$ cat config.mk
export PLATFORM = sky130hd
export DESIGN_NAME = producer_scheduler_flat
export DESIGN_NICKNAME = d
export VERILOG_FILES = /design/src/rtl/producer_scheduler_if.sv /design/src/rtl/producer_scheduler.sv /design/src/flat_wrapper.sv
export SDC_FILE = /design/constraint.sdc
export NUM_CORES = 1
export LEC_CHECK = 0
export BUFFER_PORTS_ARGS = -buffer_cell sky130_fd_sc_hd__clkbuf_2
export CAP_MARGIN = 40
export CORE_MARGIN = 10
export CORE_UTILIZATION = 38
export CTS_CLUSTER_SIZE = 40
export DETAILED_ROUTE_END_ITERATION = 7
export MAX_ROUTING_LAYER = met4
export PLACE_DENSITY = 0.88
export SLEW_MARGIN = 25
export SYNTH_ARGS = -nofsm -noshare
export SYNTH_HDL_FRONTEND = slang
export SYNTH_SLANG_ARGS = --single-unit
$ cat constraint.sdc
create_clock -name clk -period 1.5 [get_ports clk]
set_input_delay 0 -clock clk [delete_from_list [all_inputs] [get_ports clk]]
set_output_delay 0 -clock clk [all_outputs]
set_load 0.05 [all_outputs]
$ cat src/rtl/producer_scheduler_if.sv
// Write-side bundle between the scheduler, the two producers and the CDC buffer.
// The master modport is the scheduler; the slave modport is everything around it.
interface producer_scheduler_if #(
  parameter int DATA_W = 16,
  parameter int CNT_W  = 4
);
  logic              start_f_i;
  logic              start_t_i;
  logic              stop_i;
  logic              buffer_full_i;
  logic              buffer_empty_i;
  logic              rd_valid_i;
  logic              f_valid_i;
  logic [DATA_W-1:0] f_data_i;
  logic              t_valid_i;
  logic [DATA_W-1:0] t_data_i;
  logic              f_en_o;
  logic              t_en_o;
  logic              wr_en_o;
  logic [DATA_W-1:0] wr_data_o;
  logic [1:0]        owner_o;
  logic [CNT_W-1:0]  slice_cnt_o;
  logic [5:0]        state_led_o;

  modport master (
    input  start_f_i, start_t_i, stop_i, buffer_full_i, buffer_empty_i, rd_valid_i,
           f_valid_i, f_data_i, t_valid_i, t_data_i,
    output f_en_o, t_en_o, wr_en_o, wr_data_o, owner_o, slice_cnt_o, state_led_o
  );

  modport slave (
    output start_f_i, start_t_i, stop_i, buffer_full_i, buffer_empty_i, rd_valid_i,
           f_valid_i, f_data_i, t_valid_i, t_data_i,
    input  f_en_o, t_en_o, wr_en_o, wr_data_o, owner_o, slice_cnt_o, state_led_o
  );
endinterface

$ cat src/rtl/producer_scheduler.sv
// Round-robin scheduler feeding the Fibonacci and Timer producers into the shared
// CDC buffer. When both producers are armed, ownership passes after QUOTA accepted
// words; buffer-full parks the owner in a WAIT state and stop drains the buffer.
module producer_scheduler #(
  parameter int DATA_W = 16,
  parameter int QUOTA  = 8,
  parameter int CNT_W  = 4
) (
  input logic                 clk,
  input logic                 rst,
  producer_scheduler_if.master bus
);

  typedef enum logic [2:0] {
    IDLE   = 3'd0,
    RUN_F  = 3'd1,
    WAIT_F = 3'd2,
    RUN_T  = 3'd3,
    WAIT_T = 3'd4,
    DRAIN  = 3'd5
  } state_e;

  localparam logic [CNT_W-1:0] LAST_CNT = CNT_W'(QUOTA - 1);

  state_e           state_q, state_d;
  logic             arm_f_q, arm_f_d;
  logic             arm_t_q, arm_t_d;
  logic [CNT_W-1:0] cnt_q, cnt_d;

  logic              f_en;
  logic              t_en;
  logic              wr_en;
  logic [DATA_W-1:0] wr_data;
  logic [1:0]        owner;
  logic [5:0]        state_led;

  // State, arm flags and slice counter; reset drops everything back to idle at once.
  always_ff @(posedge clk or posedge rst) begin
    if (rst) begin
      state_q <= IDLE;
      arm_f_q <= 1'b0;
      arm_t_q <= 1'b0;
      cnt_q   <= '0;
    end else begin
      state_q <= state_d;
      arm_f_q <= arm_f_d;
      arm_t_q <= arm_t_d;
      cnt_q   <= cnt_d;
    end
  end

  // Next state: stop beats full, full beats a slice switch; the switch only happens
  // when the other producer was already armed when the last word of the slice lands.
  always_comb begin
    state_d = state_q;
    arm_f_d = arm_f_q;
    arm_t_d = arm_t_q;
    cnt_d   = cnt_q;
    case (state_q)
      IDLE: begin
        if (bus.start_f_i) begin
          state_d = RUN_F;
          arm_f_d = 1'b1;
          arm_t_d = bus.start_t_i;
        end else if (bus.start_t_i) begin
          state_d = RUN_T;
          arm_t_d = 1'b1;
        end
      end
      RUN_F, WAIT_F: begin
        if (bus.stop_i) begin
          state_d = DRAIN;
          arm_f_d = 1'b0;
          arm_t_d = 1'b0;
          cnt_d   = '0;
        end else begin
          if (bus.start_t_i) arm_t_d = 1'b1;
          if (state_q == WAIT_F) begin
            if (!bus.buffer_full_i) state_d = RUN_F;
          end else if (bus.buffer_full_i) begin
            state_d = WAIT_F;
          end else if (wr_en) begin
            if (cnt_q == LAST_CNT) begin
              cnt_d = '0;
              if (arm_t_q) state_d = RUN_T;
            end else begin
              cnt_d = cnt_q + CNT_W'(1);
            end
          end
        end
      end
      RUN_T, WAIT_T: begin
        if (bus.stop_i) begin
          state_d = DRAIN;
          arm_f_d = 1'b0;
          arm_t_d = 1'b0;
          cnt_d   = '0;
        end else begin
          if (bus.start_f_i) arm_f_d = 1'b1;
          if (state_q == WAIT_T) begin
            if (!bus.buffer_full_i) state_d = RUN_T;
          end else if (bus.buffer_full_i) begin
            state_d = WAIT_T;
          end else if (wr_en) begin
            if (cnt_q == LAST_CNT) begin
              cnt_d = '0;
              if (arm_f_q) state_d = RUN_F;
            end else begin
              cnt_d = cnt_q + CNT_W'(1);
            end
          end
        end
      end
      DRAIN: begin
        if (bus.buffer_empty_i && !bus.rd_valid_i) state_d = IDLE;
      end
      default: begin
        state_d = IDLE;
        arm_f_d = 1'b0;
        arm_t_d = 1'b0;
        cnt_d   = '0;
      end
    endcase
  end

  // Outputs: enables, write port, owner code and LEDs, all straight from state and inputs.
  always_comb begin
    f_en      = 1'b0;
    t_en      = 1'b0;
    wr_data   = '0;
    owner     = 2'd0;
    state_led = 6'b000000;
    case (state_q)
      IDLE: state_led = 6'b000001;
      RUN_F: begin
        f_en      = ~bus.buffer_full_i;
        wr_data   = bus.f_data_i;
        owner     = 2'd1;
        state_led = 6'b000010;
      end
      WAIT_F: begin
        owner     = 2'd1;
        state_led = 6'b000100;
      end
      RUN_T: begin
        t_en      = ~bus.buffer_full_i;
        wr_data   = bus.t_data_i;
        owner     = 2'd2;
        state_led = 6'b001000;
      end
      WAIT_T: begin
        owner     = 2'd2;
        state_led = 6'b010000;
      end
      DRAIN: state_led = 6'b100000;
      default: state_led = 6'b000000;
    endcase
    wr_en = (f_en & bus.f_valid_i) | (t_en & bus.t_valid_i);
  end

  assign bus.f_en_o      = f_en;
  assign bus.t_en_o      = t_en;
  assign bus.wr_en_o     = wr_en;
  assign bus.wr_data_o   = wr_data;
  assign bus.owner_o     = owner;
  assign bus.slice_cnt_o = cnt_q;
  assign bus.state_led_o = state_led;

endmodule

$ cat src/flat_wrapper.sv
// flat-port wrapper written by rule: the top's interface ports become plain ports
module producer_scheduler_flat 
#(
  parameter int DATA_W = 16,
  parameter int QUOTA  = 8,
  parameter int CNT_W  = 4
)
  (clk, rst, bus_start_f_i, bus_start_t_i, bus_stop_i, bus_buffer_full_i, bus_buffer_empty_i, bus_rd_valid_i, bus_f_valid_i, bus_f_data_i, bus_t_valid_i, bus_t_data_i, bus_f_en_o, bus_t_en_o, bus_wr_en_o, bus_wr_data_o, bus_owner_o, bus_slice_cnt_o, bus_state_led_o);
  producer_scheduler_if #(.DATA_W(DATA_W), .CNT_W(CNT_W)) bus_i ();
  input logic clk;
  input logic rst;
  input wire logic [$bits(bus_i.start_f_i)-1:0] bus_start_f_i;
  input wire logic [$bits(bus_i.start_t_i)-1:0] bus_start_t_i;
  input wire logic [$bits(bus_i.stop_i)-1:0] bus_stop_i;
  input wire logic [$bits(bus_i.buffer_full_i)-1:0] bus_buffer_full_i;
  input wire logic [$bits(bus_i.buffer_empty_i)-1:0] bus_buffer_empty_i;
  input wire logic [$bits(bus_i.rd_valid_i)-1:0] bus_rd_valid_i;
  input wire logic [$bits(bus_i.f_valid_i)-1:0] bus_f_valid_i;
  input wire logic [$bits(bus_i.f_data_i)-1:0] bus_f_data_i;
  input wire logic [$bits(bus_i.t_valid_i)-1:0] bus_t_valid_i;
  input wire logic [$bits(bus_i.t_data_i)-1:0] bus_t_data_i;
  output wire logic [$bits(bus_i.f_en_o)-1:0] bus_f_en_o;
  output wire logic [$bits(bus_i.t_en_o)-1:0] bus_t_en_o;
  output wire logic [$bits(bus_i.wr_en_o)-1:0] bus_wr_en_o;
  output wire logic [$bits(bus_i.wr_data_o)-1:0] bus_wr_data_o;
  output wire logic [$bits(bus_i.owner_o)-1:0] bus_owner_o;
  output wire logic [$bits(bus_i.slice_cnt_o)-1:0] bus_slice_cnt_o;
  output wire logic [$bits(bus_i.state_led_o)-1:0] bus_state_led_o;
  assign bus_i.start_f_i = bus_start_f_i;
  assign bus_i.start_t_i = bus_start_t_i;
  assign bus_i.stop_i = bus_stop_i;
  assign bus_i.buffer_full_i = bus_buffer_full_i;
  assign bus_i.buffer_empty_i = bus_buffer_empty_i;
  assign bus_i.rd_valid_i = bus_rd_valid_i;
  assign bus_i.f_valid_i = bus_f_valid_i;
  assign bus_i.f_data_i = bus_f_data_i;
  assign bus_i.t_valid_i = bus_t_valid_i;
  assign bus_i.t_data_i = bus_t_data_i;
  assign bus_f_en_o = bus_i.f_en_o;
  assign bus_t_en_o = bus_i.t_en_o;
  assign bus_wr_en_o = bus_i.wr_en_o;
  assign bus_wr_data_o = bus_i.wr_data_o;
  assign bus_owner_o = bus_i.owner_o;
  assign bus_slice_cnt_o = bus_i.slice_cnt_o;
  assign bus_state_led_o = bus_i.state_led_o;
  producer_scheduler #(.DATA_W(DATA_W), .QUOTA(QUOTA), .CNT_W(CNT_W)) u_core (.clk(clk), .rst(rst), .bus(bus_i));
endmodule
==> results of run 1 <==
==> through the flow <==
| stage | setup TNS [ns] | hold slack [ns] |
|---|---|---|
| after floorplan | -1.06 | -0.172 |
| after global placement | -0.135 | -0.0415 |
| after detailed placement | -0.575 | -0.0366 |
| after CTS | -0.565 | 0.0790 |
==> cell families after synthesis <==
group	synth area share, %
AOI/OAI and AO/OA	23.7
xor gates and xnor gates	1.63
adders and majority gates	1.17
buffers and inverters	10.3
DFF	21.0
muxes	16.8
and+or+nand+nor	25.4
==> timing repair <==
item / in CTS
hold endpoints to repair: 9
resized for setup: 62
pin swaps: 4
hold buffers: 1
setup endpoints to repair: 31
setup buffers: 7
gates cloned: 3
==> synth_stat cells (2+ instances only) <==
cell type   n
buf_2       6
xnor2_1     2
or3_1       2
nor3_1      7
dfrtp_1     9
inv_1       8
nand2_1     7
a22o_1      4
o21a_1      2
a21oi_1     7
mux2i_1    18
o31ai_1     2
buf_4       2
nor2b_1     2
o22ai_1     3
clkbuf_1    3
nor2_1     23
o21ai_0     3
nor3b_1     2
a21boi_0    2
==> impl_results.md, run 1 <==
* Run status: stopped before the end
* Terminating stage of the flow: 5_1_grt
* Err: [ERROR DPL-0038] Utilization greater than 100%, impossible to legalize
* Flip-flop cell with the highest count after synthesis: dfrtp_1
* Post-GRT worst EP: u_core.state_q[1]$_DFFE_PP0P_/D
* Number of enable flip-flop cells after synthesis at 0
* # clock sinks at 9
* Register bit total from synthesis at 9
* Setup Slack @ Placement at -0.120 ns
* Row count at 19
* Cell type with the largest total area after synthesis: dfrtp_1
* CTS max path bufs at 2
* Worst endpoint type: register input
* Post-DP Area at 0.00200 mm^2
* I/O Buffers at 72
* Height of the chip at 73.1 um
* Synth cell types at 45
* Register area share after synthesis at 21.0%
* Maximum level of the CTS H-tree at 1
* Die span in x at 73.1 um
* Synthesized Nets at 182
* TritonCTS buffer count at 3
* Avg Cell Area, Syn at 7.71 um^2
* Share of async-settable or async-resettable flops after synthesis at 100%
* Detailed-placement wirelength estimate at 3.91 mm
* Post-synth design cell area at 0.00107 mm^2
* Placed Cells at 250
* RD Place Congestion at 0.939
* I/O pin count at 73
* Top cells by area, synth: dfrtp_1 (21%), mux2i_1 (17%), nor2_1 (8.1%)
* Warning count from the yosys run at 0
* Proportion of netlist area held by the largest area contributor at 21.0%
* Cell at the root of the clock tree: clkbuf_4
* Effective utilization at floorplan at 39.2%
* Pin count of the biggest net entering global routing at 14
* Synthesized instance count at 139
==> run 2, diff against run 1 <==
CORE_AREA = 10 10 71 73   (was unset)
CORE_MARGIN = unset   (was 10)
CORE_UTILIZATION = unset   (was 38)
CTS_CLUSTER_SIZE = unset   (was 40)
DIE_AREA = 0 0 81 83   (was unset)
MAX_ROUTING_LAYER = unset   (was met4)
PLACE_DENSITY = unset   (was 0.88)
PLACE_DENSITY_LB_ADDON = 0.15   (was unset)
clock period = 2 ns   (was 1.5 ns; I/O delays follow)
==> run 2 against run 1 <==
Compared with the run above:
- the run now ends clean
- area after synthesis unchanged
- synthesized cell count unchanged
==> impl_results.md, run 2 <==
* Share of async-settable or async-resettable flops after synthesis at 100%
* Most crowded layer after global routing: met2
* Maximum operating frequency at 560 MHz
* Synth cell types at 45
* Placed Cells at 253
* Share of synthesized cell area in and, or, nand and nor gates at 25.4%
* Height of the chip at 83 um
* I/O Buffers at 72
* Min Clock Period, post-route at 1.79 ns
* Die span in x at 81 um
* Sequential power share at 12.7%
* Fill cell total of the finished layout at 377
* Average wire per standard cell at 15.0 um
* Pin slew with the least headroom to its limit at 0.431 ns
* Total track usage at 11.2%
* RD Place Congestion at 0.807
* Worst max-slew margin expressed relative to the limit at 71.2%
* # nets final at 254
* Final Cycle Share at 89.3%
* Pwr per Cell Area at 1630 mW/mm^2
* PostCTS Resize Cnt at 0
* Startpoint of the worst setup timing path: u_core.state_q[2]
* Effective utilization at floorplan at 29.5%
* First-pass iteration count of the detailed router at 4
* Power share of the combinational group at 79.1%
* Main combinational cell family by area after synthesis: simple AND/OR/NAND/NOR gates
* Number of setup violations in the final report at 0
* Share of the core filled with cells in the final layout at 45.0%
* Detail-routed via count per cell at 4.98
* Skew final at 0.000173 ns
* Category of the worst setup path launch point: register
* Synthesized instance count at 139
* Layout Area Growth over Synthesis at 52.4%
* CTS max path bufs at 2
* Switching share of total power at 58.4%
* Ratio of cells with drive above 1 in the final layout at 44.3%
* Number of global-route vias before repair at 1,361
* Clock tree from TritonCTS: built
* Global routing met1 resource utilization at 12.0%
* Area of the die at 0.00672 mm^2
* Type of the worst setup path: reg -> out
* Internal at 1.11 mW
* Synthesized-area fraction occupied by ao, oa, aoi and oai cells at 23.7%
* Clock network fraction of total power at 8.1%
* Most common cell after layout, fill and taps aside: clkbuf_2
* Total count of max-transition violations in the final report at 0
* Residual DRC at 0
* # clock sinks at 9
* Proportion of netlist area held by the largest area contributor at 21.0%
* First-pass GRT wire length at 6.22 mm
* Met3 track demand over resource at 9.05%
* Warning count from the yosys run at 0
* Avg Cell Area, Syn at 7.71 um^2
* I/O pin count at 73
* Remaining antenna violation count at 0
* Xor/xnor share of the synthesized area at 1.63%
* # Max-Cap Violations at 0
* Initial antenna violation count at 0
* Met2 routing resource usage after global routing at 16.0%
* Critical-path maximum fanout at 23
* Vias after detailed routing at 1,286
* Fin cells at 258
* Startpoint of the worst-slack reg-to-reg timing path: u_core.state_q[2]
* Highest ir drop seen on vdd at 0.751 mV
* Post-synth design cell area at 0.00107 mm^2
* Hold Violations, Final at 0
* Register area share after synthesis at 21.0%
* HP Start: bus_start_t_i
* Synthesized Nets at 182
* Mux contribution to synthesized area at 16.8%
* Row count at 22
* Detailed-placement wirelength estimate at 3.24 mm
* Clock transition time at the flip-flop clock pins of the worst setup and hold paths at 0.05 ns
* Floorplan core area at 0.00363 mm^2
* Pin count of the biggest net entering global routing at 26
* Lkg Pwr at 0.840 nW
* DRT Wirelength at 3.86 mm
* Number of enable flip-flop cells after synthesis at 0
* Min-Delay Path Class: in -> reg
* Overall power of the completed layout at 2.67 mW
* Antenna cells at 0
* List of most frequent post-synthesis cells: nor2_1 (23), mux2i_1 (18), dfrtp_1 (9), inv_1 (8)
* Switching component of the power at 1.56 mW
* Most frequent cells in the layout: clkbuf_2 (66), nor2_1 (23), mux2i_1 (18)
* TritonCTS buffer count at 3
* Source-to-sink clock delay at the later pin of the worst-skew pair at 0.24 ns
* Run status: completed
* Area share of fa/ha/maj cells after synthesis at 1.17%
* Cell at the root of the clock tree: clkbuf_8
* Capturing element type of the critical path: output port
* Flip-flop count of the largest register after layout at 4
* Flip-flop cell with the highest count after synthesis: dfrtp_1
* Cell type with the largest total area after synthesis: dfrtp_1
* Maximum level of the CTS H-tree at 1
* Remaining Overflow, GRT at 0
* Setup repair after global routing missed its margin: no
* 1st-iter DRT viols at 117
* Arrival time reported for the critical path endpoint at 1.79 ns
* Summed negative setup slack over all endpoints at 0 ns
* Final worst hold slack at 0.111 ns
* Register bit total from synthesis at 9
* Top cells by area, synth: dfrtp_1 (21%), mux2i_1 (17%), nor2_1 (8.1%)
* Required time at the endpoint of the critical path at 2.00 ns
* Most frequent cell after synthesis: nor2_1
## run 2: per-stage QoR
stage               setup slack (ns)  instance area, um^2
detailed placement             0.266                 1580
CTS                            0.218                 1630
floorplan                     0.0425                 1090
finish                         0.213                 1630
global route                   0.116                 1630
global placement               0.292                 1580
## run 2: metal layers
layer  share of wire, %  wire length [um]  vias up
met4                1.3                50        0
met2                 41              1570       71
met1                 41              1590      568
met5                  0                 0        -
li1                   -                 -      643
met3                 17               657        4
## run 2: repair_timing
action / in CTS / in global routing
hold buffers: 1 / 0
endpoints found under the hold margin: 9 / 0
setup endpoints to repair: 0 / 0
setup buffers: 0 / 0
## run 2: cell type report
class | count | area [um^2] | area share [%]
Multi-Input combinational cell | 108 | 752 | 46.0
Inverter | 9 | 38.8 | 2.37
Tap cell | 48 | 60.1 | 3.68
Timing Repair Buffer | 80 | 513 | 31.4
Sequential cell | 9 | 225 | 13.8
Clock buffer | 4 | 45.0 | 2.76
## run 2: power groups by stage
stage          Clock [mW]  Sequential, mW  Combinational, mW
5_1_grt             0.227           0.351               2.28
3_3_place_gp            0           0.335               2.11
6_report            0.217           0.340               2.11
4_1_cts             0.218           0.337               2.14
2_1_floorplan           0           0.292               1.61
3_5_place_dp            0           0.339               2.13
## run 2: cells by family after synthesis
family                     count (synthesis)
and+or+nand+nor                           53
AOI/OAI and AO/OA                         34
buffers and inverters                     22
muxes                                     18
DFF                                        9
xor gates and xnor gates                   2
adders and majority gates                  1
## run 2: path summary, 6_finish.rpt
check	cells after the start	to	slack [ns]
max reg2reg	4	u_core.bus.slice_cnt_o[2]	0.24
min in group asynchronous	3	u_core.bus.slice_cnt_o[3]	0.26
min reg2reg	2	u_core.arm_t_q	0.57
min	3	u_core.arm_t_q	0.11
max in group asynchronous	3	u_core.arm_f_q	1.48
max	5	bus_owner_o[0]	0.21
## run 2: worst max-delay path, cell delays in order, from the launching register on
cell	delay, ns
dfrtp_1	0.54
nand2b_4	0.20
buf_4	0.23
nor2_1	0.08
or2_2	0.33
buf_12	0.16
Power figures use the tool's default switching activity.
